**config.mk**
```make
export PLATFORM = sky130hd
export DESIGN_NAME = cnn_mac_pipe_dsp_flat
export DESIGN_NICKNAME = d
export VERILOG_FILES = /design/src/rtl/cnn_dsp_pkg.sv /design/src/rtl/cnn_mac_pipe_dsp_if.sv /design/src/rtl/cnn_mul_pipe_core.sv /design/src/rtl/cnn_mac_pipe_dsp.sv /design/src/flat_wrapper.sv
export SDC_FILE = /design/constraint.sdc
export NUM_CORES = 1
export LEC_CHECK = 0
export CAP_MARGIN = 10
export CORE_ASPECT_RATIO = 1.25
export CORE_MARGIN = 10
export CORE_UTILIZATION = 56
export DETAILED_ROUTE_END_ITERATION = 7
export GPL_ROUTABILITY_DRIVEN = 0
export HOLD_SLACK_MARGIN = 0.08
export PLACE_DENSITY = 0.79
export SLEW_MARGIN = 25
export SYNTH_ARGS = -nofsm -noshare
export SYNTH_HDL_FRONTEND = slang
export SYNTH_SLANG_ARGS = --single-unit
```
**constraint.sdc**
```tcl
create_clock -name clk -period 5.8 [get_ports clk]
set_clock_uncertainty 0.1 [all_clocks]
set_input_delay 1.16 -clock clk [delete_from_list [all_inputs] [get_ports clk]]
set_output_delay 1.16 -clock clk [all_outputs]
set_load 0.01 [all_outputs]
```
**src/rtl/cnn_dsp_pkg.sv**
```systemverilog
// Shared types, constants and helpers for the CNN multiply / multiply-accumulate datapath.
package cnn_dsp_pkg;

  localparam int unsigned DIN0_WIDTH_DEF = 10;
  localparam int unsigned DIN1_WIDTH_DEF = 14;
  localparam int unsigned PROD_WIDTH     = DIN0_WIDTH_DEF + DIN1_WIDTH_DEF;

  localparam logic MODE_MUL = 1'b0;
  localparam logic MODE_ACC = 1'b1;

  // Per-beat control that travels alongside the operands through the multiplier.
  typedef struct packed {
    logic valid;
    logic mode;
    logic first;
    logic last;
  } beat_tag_t;

  function automatic logic signed [63:0] sat_clamp(input logic signed [63:0] value,
                                                   input int unsigned        width);
    logic signed [63:0] max_v;
    logic signed [63:0] min_v;
    max_v = (64'sd1 <<< (width - 1)) - 64'sd1;
    min_v = -(64'sd1 <<< (width - 1));
    if (value > max_v) begin
      sat_clamp = max_v;
    end else if (value < min_v) begin
      sat_clamp = min_v;
    end else begin
      sat_clamp = value;
    end
  endfunction

endpackage

```
**src/rtl/cnn_mac_pipe_dsp_if.sv**
```systemverilog
// Operand/result bundle between the line-buffer/weight readers and the MAC unit.
interface cnn_mac_pipe_dsp_if #(
  parameter int unsigned DIN0_WIDTH = 10,
  parameter int unsigned DIN1_WIDTH = 14,
  parameter int unsigned ACC_WIDTH  = 32
);
  logic                         in_valid;
  logic signed [DIN0_WIDTH-1:0] din0;
  logic signed [DIN1_WIDTH-1:0] din1;
  logic                         first;
  logic                         last;
  logic                         acc_mode;
  logic                         out_valid;
  logic signed [ACC_WIDTH-1:0]  dout;
  logic                         out_last;
  logic                         ovf;

  modport master (
    output in_valid, din0, din1, first, last, acc_mode,
    input  out_valid, dout, out_last, ovf
  );

  modport slave (
    input  in_valid, din0, din1, first, last, acc_mode,
    output out_valid, dout, out_last, ovf
  );
endinterface

```
**src/rtl/cnn_mul_pipe_core.sv**
```systemverilog
// Signed multiplier with NUM_STAGE-1 enabled registers: one operand stage, then product stages.
module cnn_mul_pipe_core import cnn_dsp_pkg::*; #(
  parameter int unsigned DIN0_WIDTH = 10,
  parameter int unsigned DIN1_WIDTH = 14,
  parameter int unsigned NUM_STAGE  = 3
) (
  input  logic                                   clk,
  input  logic                                   reset,
  input  logic                                   ce,
  input  logic signed [DIN0_WIDTH-1:0]           din0_i,
  input  logic signed [DIN1_WIDTH-1:0]           din1_i,
  input  beat_tag_t                              tag_i,
  output logic signed [DIN0_WIDTH+DIN1_WIDTH-1:0] prod_o,
  output beat_tag_t                              tag_o
);
  localparam int unsigned ProdWidth = DIN0_WIDTH + DIN1_WIDTH;
  localparam int unsigned ProdRegs  = NUM_STAGE - 2;

  logic signed [DIN0_WIDTH-1:0] a_q;
  logic signed [DIN1_WIDTH-1:0] b_q;
  logic signed [ProdWidth-1:0]  a_ext;
  logic signed [ProdWidth-1:0]  b_ext;
  logic signed [ProdWidth-1:0]  mult;
  beat_tag_t                    tag_q [NUM_STAGE-1];

  assign a_ext = ProdWidth'(a_q);
  assign b_ext = ProdWidth'(b_q);
  assign mult  = a_ext * b_ext;

  // Operand registers carry no reset so they can pack into the DSP input registers.
  always_ff @(posedge clk) begin
    if (reset) begin
      for (int i = 0; i < NUM_STAGE - 1; i++) tag_q[i] <= '0;
    end else if (ce) begin
      a_q      <= din0_i;
      b_q      <= din1_i;
      tag_q[0] <= tag_i;
      for (int i = 1; i < NUM_STAGE - 1; i++) tag_q[i] <= tag_q[i-1];
    end
  end

  if (ProdRegs == 0) begin : g_comb
    assign prod_o = mult;
  end else begin : g_regs
    logic signed [ProdWidth-1:0] prod_q [ProdRegs];
    always_ff @(posedge clk) begin
      if (ce) begin
        prod_q[0] <= mult;
        for (int i = 1; i < ProdRegs; i++) prod_q[i] <= prod_q[i-1];
      end
    end
    assign prod_o = prod_q[ProdRegs-1];
  end

  assign tag_o = tag_q[NUM_STAGE-2];

endmodule

```
**src/rtl/cnn_mac_pipe_dsp.sv**
```systemverilog
// Pipelined signed multiply / multiply-accumulate with frame framing and optional saturation.
module cnn_mac_pipe_dsp import cnn_dsp_pkg::*; #(
  parameter int unsigned DIN0_WIDTH = 10,
  parameter int unsigned DIN1_WIDTH = 14,
  parameter int unsigned ACC_WIDTH  = 32,
  parameter int unsigned NUM_STAGE  = 3,
  parameter bit          SATURATE   = 1'b0
) (
  input logic               clk,
  input logic               reset,
  input logic               ce,
  cnn_mac_pipe_dsp_if.slave bus
);
  localparam int unsigned ProdWidth = DIN0_WIDTH + DIN1_WIDTH;
  localparam int unsigned SumWidth  = ACC_WIDTH + 1;

  beat_tag_t                   tag_in;
  beat_tag_t                   tag_out;
  logic signed [ProdWidth-1:0] prod;

  logic signed [SumWidth-1:0]  p_ext;
  logic signed [SumWidth-1:0]  base;
  logic signed [SumWidth-1:0]  sum;
  logic                        overflow;
  logic signed [ACC_WIDTH-1:0] acc_upd;

  logic signed [ACC_WIDTH-1:0] acc_q, acc_d;
  logic                        ovf_r_q, ovf_r_d;
  logic                        out_valid_q, out_valid_d;
  logic signed [ACC_WIDTH-1:0] dout_q, dout_d;
  logic                        out_last_q, out_last_d;
  logic                        ovf_q, ovf_d;

  assign tag_in = '{valid: bus.in_valid, mode: bus.acc_mode, first: bus.first, last: bus.last};

  cnn_mul_pipe_core #(
    .DIN0_WIDTH(DIN0_WIDTH),
    .DIN1_WIDTH(DIN1_WIDTH),
    .NUM_STAGE (NUM_STAGE)
  ) u_core (
    .clk   (clk),
    .reset (reset),
    .ce    (ce),
    .din0_i(bus.din0),
    .din1_i(bus.din1),
    .tag_i (tag_in),
    .prod_o(prod),
    .tag_o (tag_out)
  );

  // One guard bit: the sum fits ACC_WIDTH exactly when its top two bits agree.
  always_comb begin
    p_ext    = SumWidth'(prod);
    base     = tag_out.first ? '0 : SumWidth'(acc_q);
    sum      = base + p_ext;
    overflow = sum[SumWidth-1] ^ sum[SumWidth-2];
    acc_upd  = SATURATE ? ACC_WIDTH'(sat_clamp(64'(sum), ACC_WIDTH)) : sum[ACC_WIDTH-1:0];
  end

  always_comb begin
    acc_d       = acc_q;
    ovf_r_d     = ovf_r_q;
    out_valid_d = 1'b0;
    dout_d      = dout_q;
    out_last_d  = out_last_q;
    ovf_d       = ovf_q;
    if (tag_out.valid) begin
      if (tag_out.mode == MODE_MUL) begin
        out_valid_d = 1'b1;
        dout_d      = ACC_WIDTH'(prod);
        out_last_d  = tag_out.last;
        ovf_d       = 1'b0;
      end else begin
        acc_d   = acc_upd;
        ovf_r_d = (tag_out.first ? 1'b0 : ovf_r_q) | overflow;
        if (tag_out.last) begin
          out_valid_d = 1'b1;
          dout_d      = acc_upd;
          out_last_d  = 1'b1;
          ovf_d       = ovf_r_d;
        end
      end
    end
  end

  always_ff @(posedge clk) begin
    if (reset) begin
      acc_q       <= '0;
      ovf_r_q     <= 1'b0;
      out_valid_q <= 1'b0;
      dout_q      <= '0;
      out_last_q  <= 1'b0;
      ovf_q       <= 1'b0;
    end else if (ce) begin
      acc_q       <= acc_d;
      ovf_r_q     <= ovf_r_d;
      out_valid_q <= out_valid_d;
      dout_q      <= dout_d;
      out_last_q  <= out_last_d;
      ovf_q       <= ovf_d;
    end
  end

  assign bus.out_valid = out_valid_q;
  assign bus.dout      = dout_q;
  assign bus.out_last  = out_last_q;
  assign bus.ovf       = ovf_q;

endmodule
```
**src/flat_wrapper.sv**
```systemverilog
// flat-port wrapper written by rule: the top's interface ports become plain ports
module cnn_mac_pipe_dsp_flat import cnn_dsp_pkg::*;
#(
  parameter int unsigned DIN0_WIDTH = 10,
  parameter int unsigned DIN1_WIDTH = 14,
  parameter int unsigned ACC_WIDTH  = 32,
  parameter int unsigned NUM_STAGE  = 3,
  parameter bit          SATURATE   = 1'b0
)
  (clk, reset, ce, bus_in_valid, bus_din0, bus_din1, bus_first, bus_last, bus_acc_mode, bus_out_valid, bus_dout, bus_out_last, bus_ovf);
  cnn_mac_pipe_dsp_if #(.DIN0_WIDTH(DIN0_WIDTH), .DIN1_WIDTH(DIN1_WIDTH), .ACC_WIDTH(ACC_WIDTH)) bus_i ();
  input logic clk;
  input logic reset;
  input logic ce;
  input wire logic [$bits(bus_i.in_valid)-1:0] bus_in_valid;
  input wire logic [$bits(bus_i.din0)-1:0] bus_din0;
  input wire logic [$bits(bus_i.din1)-1:0] bus_din1;
  input wire logic [$bits(bus_i.first)-1:0] bus_first;
  input wire logic [$bits(bus_i.last)-1:0] bus_last;
  input wire logic [$bits(bus_i.acc_mode)-1:0] bus_acc_mode;
  output wire logic [$bits(bus_i.out_valid)-1:0] bus_out_valid;
  output wire logic [$bits(bus_i.dout)-1:0] bus_dout;
  output wire logic [$bits(bus_i.out_last)-1:0] bus_out_last;
  output wire logic [$bits(bus_i.ovf)-1:0] bus_ovf;
  assign bus_i.in_valid = bus_in_valid;
  assign bus_i.din0 = bus_din0;
  assign bus_i.din1 = bus_din1;
  assign bus_i.first = bus_first;
  assign bus_i.last = bus_last;
  assign bus_i.acc_mode = bus_acc_mode;
  assign bus_out_valid = bus_i.out_valid;
  assign bus_dout = bus_i.dout;
  assign bus_out_last = bus_i.out_last;
  assign bus_ovf = bus_i.ovf;
  cnn_mac_pipe_dsp #(.DIN0_WIDTH(DIN0_WIDTH), .DIN1_WIDTH(DIN1_WIDTH), .ACC_WIDTH(ACC_WIDTH), .NUM_STAGE(NUM_STAGE), .SATURATE(SATURATE)) u_core (.clk(clk), .reset(reset), .ce(ce), .bus(bus_i));
endmodule
```
==> out/metrics.yaml, run 1 <==
status: "completed"
timing.final.hold_violations: 0
cts_hold_buf: 0
dr_wl_met3_um: 1310
cts_buffers: 17
initial_core_util: 0.572
cp-start-kind: "flip-flop"
synth_simple_gate_area_share: 0.170
antenna_found_initial: 0
drive_above_1_share: 0.0692
htreeDepth: 4
setup.reg_to_reg.worst_slack_ns: 0.20
grt-ovfl-total: 0
layout-area-overhead-vs-synth_pct: 14.3
synth.largest_area_cell: "fa_1"
cpMostUsedCell: "fa_1"
max-slew-margin-rel: 0.338
layout.cells.non_filler: 1613
required_ns: 5.87
syn_avg_cell_area_um2: 9.10
timing.rr.end: "u_core.u_core.g_regs.prod_q[0][22]"
grt_pass1_vias: 9188
drcViolationCount: 0
r2r_cells: 19
ys_types: 66
crit_path_start: "u_core.u_core.b_q[0]"
fp.dieArea_um2: 26900
finalInstanceArea_um2: 13200
timing.critical_path.buf_inv: 3
synthesis.area_um2: 11600
clk_pin_slew_ns: 0.07
hold_path_class: "reg2reg"
cap_violations: 0
insertion_delay_ns: 0.43
dp_hpwl_um: 19700
fin_crit_ns: 5.60
crit_chain: "nand2b_1 > fa_1 > fa_1 > inv_1 > fa_1 > fa_1 > inv_1 > fa_1 > inv_1 > ha_2 > a21o_1 > a2111oi_4 > o32ai_1 > o21a_1 > o21ai_1 > nand2_1 > a41oi_2 > a211oi_1 > xor2_1"
worst_slew_pin_slew_ns: 0.992
wl_met2_um: 13300
diodes: 0
p_leak_nw: 5.96
routedWlPerCell_um: 16.0
drtPass1Iterations: 8
die_y_um: 181
drv_slew: 0
synthCells: 1271
clock-sinks: 124
crit_type: "reg2reg"
ys_seq_area_frac: 0.263
grt_max_degree: 77
totalPowerFinal_mw: 6.79
regToRegStartpoint: "u_core.u_core.b_q[0]"
track_usage: 0.194
worst-path-stages: 19
io_pins: 66
yosysTopAreaCellShare: 0.215
synthFlopType: "dfxtp_1"
place_area_um2: 12600
io_buffers: 65
synth_top_family_by_area: "adder cells"
power.density_nw_per_um2: 513
cts_tree: "built"
crit_path_end: "u_core.u_core.g_regs.prod_q[0][22]"
yosysMostFrequentCell: "inv_1"
clockBufferDepth: 2
met1_length_um: 10500
ys_top_cells_by_count: "inv_1 (175), nand2_1 (158), fa_1 (124), ha_1 (89), a21oi_1 (84)"
root_buffer: "clkbuf_16"
detail-route-antenna-nets: 0
period_share: 0.966
fillCellCount: 1608
grt_pass1_wl_um: 43000
async_flop_share: 0
crit_slowest_cell: "edfxtp_1"
top_layer_used: "met4"
end_kind: "flip-flop"
cpPeakStageDelay_ns: 0.54
clock.fmax_ghz: 0.179
synth_compound_area_frac: 0.131
synth_xor_area_frac: 0.0409
ys.warnings.count: 0
fin_ws_ns: 0.199
synth_edf_count: 56
pre_cts_slack_ns: 0.115
synth_nets: 1515
core-area_um2: 20200
fp-row-count: 58
vias: 8772
nNetsFinal: 1574
final-setup-viol-count: 0
via_per_inst: 5.44
ys_top_cells_by_area: "fa_1 (21%), edfxtp_1 (15%), dfxtp_1 (12%)"
die_w_um: 149
dp.cells: 1577
ir_drop_v: 0.000374
synth.area.mux_share: 0.00789
critical_path_arrival_ns: 5.67
cp_max_fo: 10
cp_top_family: "adder cells"
wl_um: 25800
synthAdderAreaFrac: 0.311
drtIter0Drc: 371
ys_seq_elements: 124
==> where the power goes <==
group,total [mW],leakage [nW],switching (mW),internal (mW)
sequential,1.35,1.10,0.103,1.24
combinational,4.36,4.57,2.42,1.94
clock,1.08,0.289,0.472,0.612
==> logic make-up (layout without fill, tap and decap cells) <==
kind of cell	Yosys count	count (layout)
buffers and inverters	234	306
AOI/OAI and AO/OA	227	227
and+or+nand+nor	410	410
xor gates and xnor gates	54	54
adders and majority gates	213	213
DFF	124	124
muxes	9	9
==> registers in the layout (all words and copies together) (netlist names) <==
name	count
u_core.acc_q	32
u_core.bus.dout	32
u_core.bus.out_last	1
u_core.bus.out_valid	1
u_core.bus.ovf	1
u_core.ovf_r_q	1
u_core.u_core.a_q	10
u_core.u_core.b_q	14
u_core.u_core.g_regs.prod_q	24
u_core.u_core.tag_q	8
==> worst min-delay path by stage <==
stage | start | end | slack (ns) | cells after the start
after global placement | u_core.acc_q[18] | u_core.acc_q[18] | 0.33 | 2
after detailed placement | u_core.acc_q[18] | u_core.acc_q[18] | 0.34 | 2
after CTS | u_core.acc_q[18] | u_core.acc_q[18] | 0.35 | 2
after global routing | u_core.acc_q[24] | u_core.acc_q[24] | 0.37 | 2
final | u_core.acc_q[18] | u_core.acc_q[18] | 0.34 | 2
after floorplan | u_core.acc_q[18] | u_core.acc_q[18] | 0.33 | 2
==> stage by stage <==
| step | utilization | hold WS, ns | TNS [ns] |
|---|---|---|---|
| 4_1_cts | 0.650 | 0.349 | 0 |
| 3_3_place_gp | 0.621 | 0.335 | 0 |
| 2_1_floorplan | - | 0.327 | 0 |
| 6_report | 0.653 | 0.345 | 0 |
| 3_5_place_dp | 0.621 | 0.341 | 0 |
| 5_1_grt | 0.653 | 0.368 | -0.0114 |
==> layout make-up <==
| type | instances | area [µm²] | share of cell area |
|---|---|---|---|
| clock buffer | 17 | 425 | 0.0322 |
| sequential | 124 | 3040 | 0.230 |
| clock inverter | 15 | 166 | 0.0126 |
| timing repair buffer | 99 | 901 | 0.0681 |
| tap | 270 | 338 | 0.0255 |
| multi-input combinational | 913 | 7700 | 0.582 |
| inverter | 175 | 657 | 0.0497 |
==> per-layer routing <==
| metal | global-route usage | vias to the layer above |
|---|---|---|
| met1 | 0.215 | 4204 |
| met5 | 0 | - |
| li1 | - | 4280 |
| met2 | 0.353 | 232 |
| met3 | 0.0423 | 56 |
| met4 | 0.0687 | 0 |
==> placed cells by master, fill, tap and decap left out, types with 25 or more instances in the layout <==
cell type	count
xnor2_1	32
and2_1	64
fa_1	124
a21o_1	25
dfxtp_1	68
nand2_1	158
inv_1	175
ha_1	88
nor2_1	78
nor2b_1	45
a21oi_1	83
edfxtp_1	56
buf_4	34
clkdlybuf4s50_1	64
==> tightest hold or removal path, cell delays in order, from the launching register on <==
cell and delay [ns]:
dfxtp_1 0.30, nand2_1 0.05, a21oi_1 0.05
==> what timing repair did <==
item / in CTS / in global routing
endpoints found under the hold margin: 0 / 0
setup endpoints to repair: 1 / 5
pin swaps: 0 / 2
buffers inserted: 1 / 3
gates resized for setup: 0 / 7
No activity file was read; power rests on OpenSTA's default activity.
==> run 2: changes to the inputs <==
Settings changed: SKIP_LAST_GASP set to 1, TNS_END_PERCENT set to 30.
==> results of run 2 <==
Same layout as run 1: the final DEF is identical, and so are final timing and power.
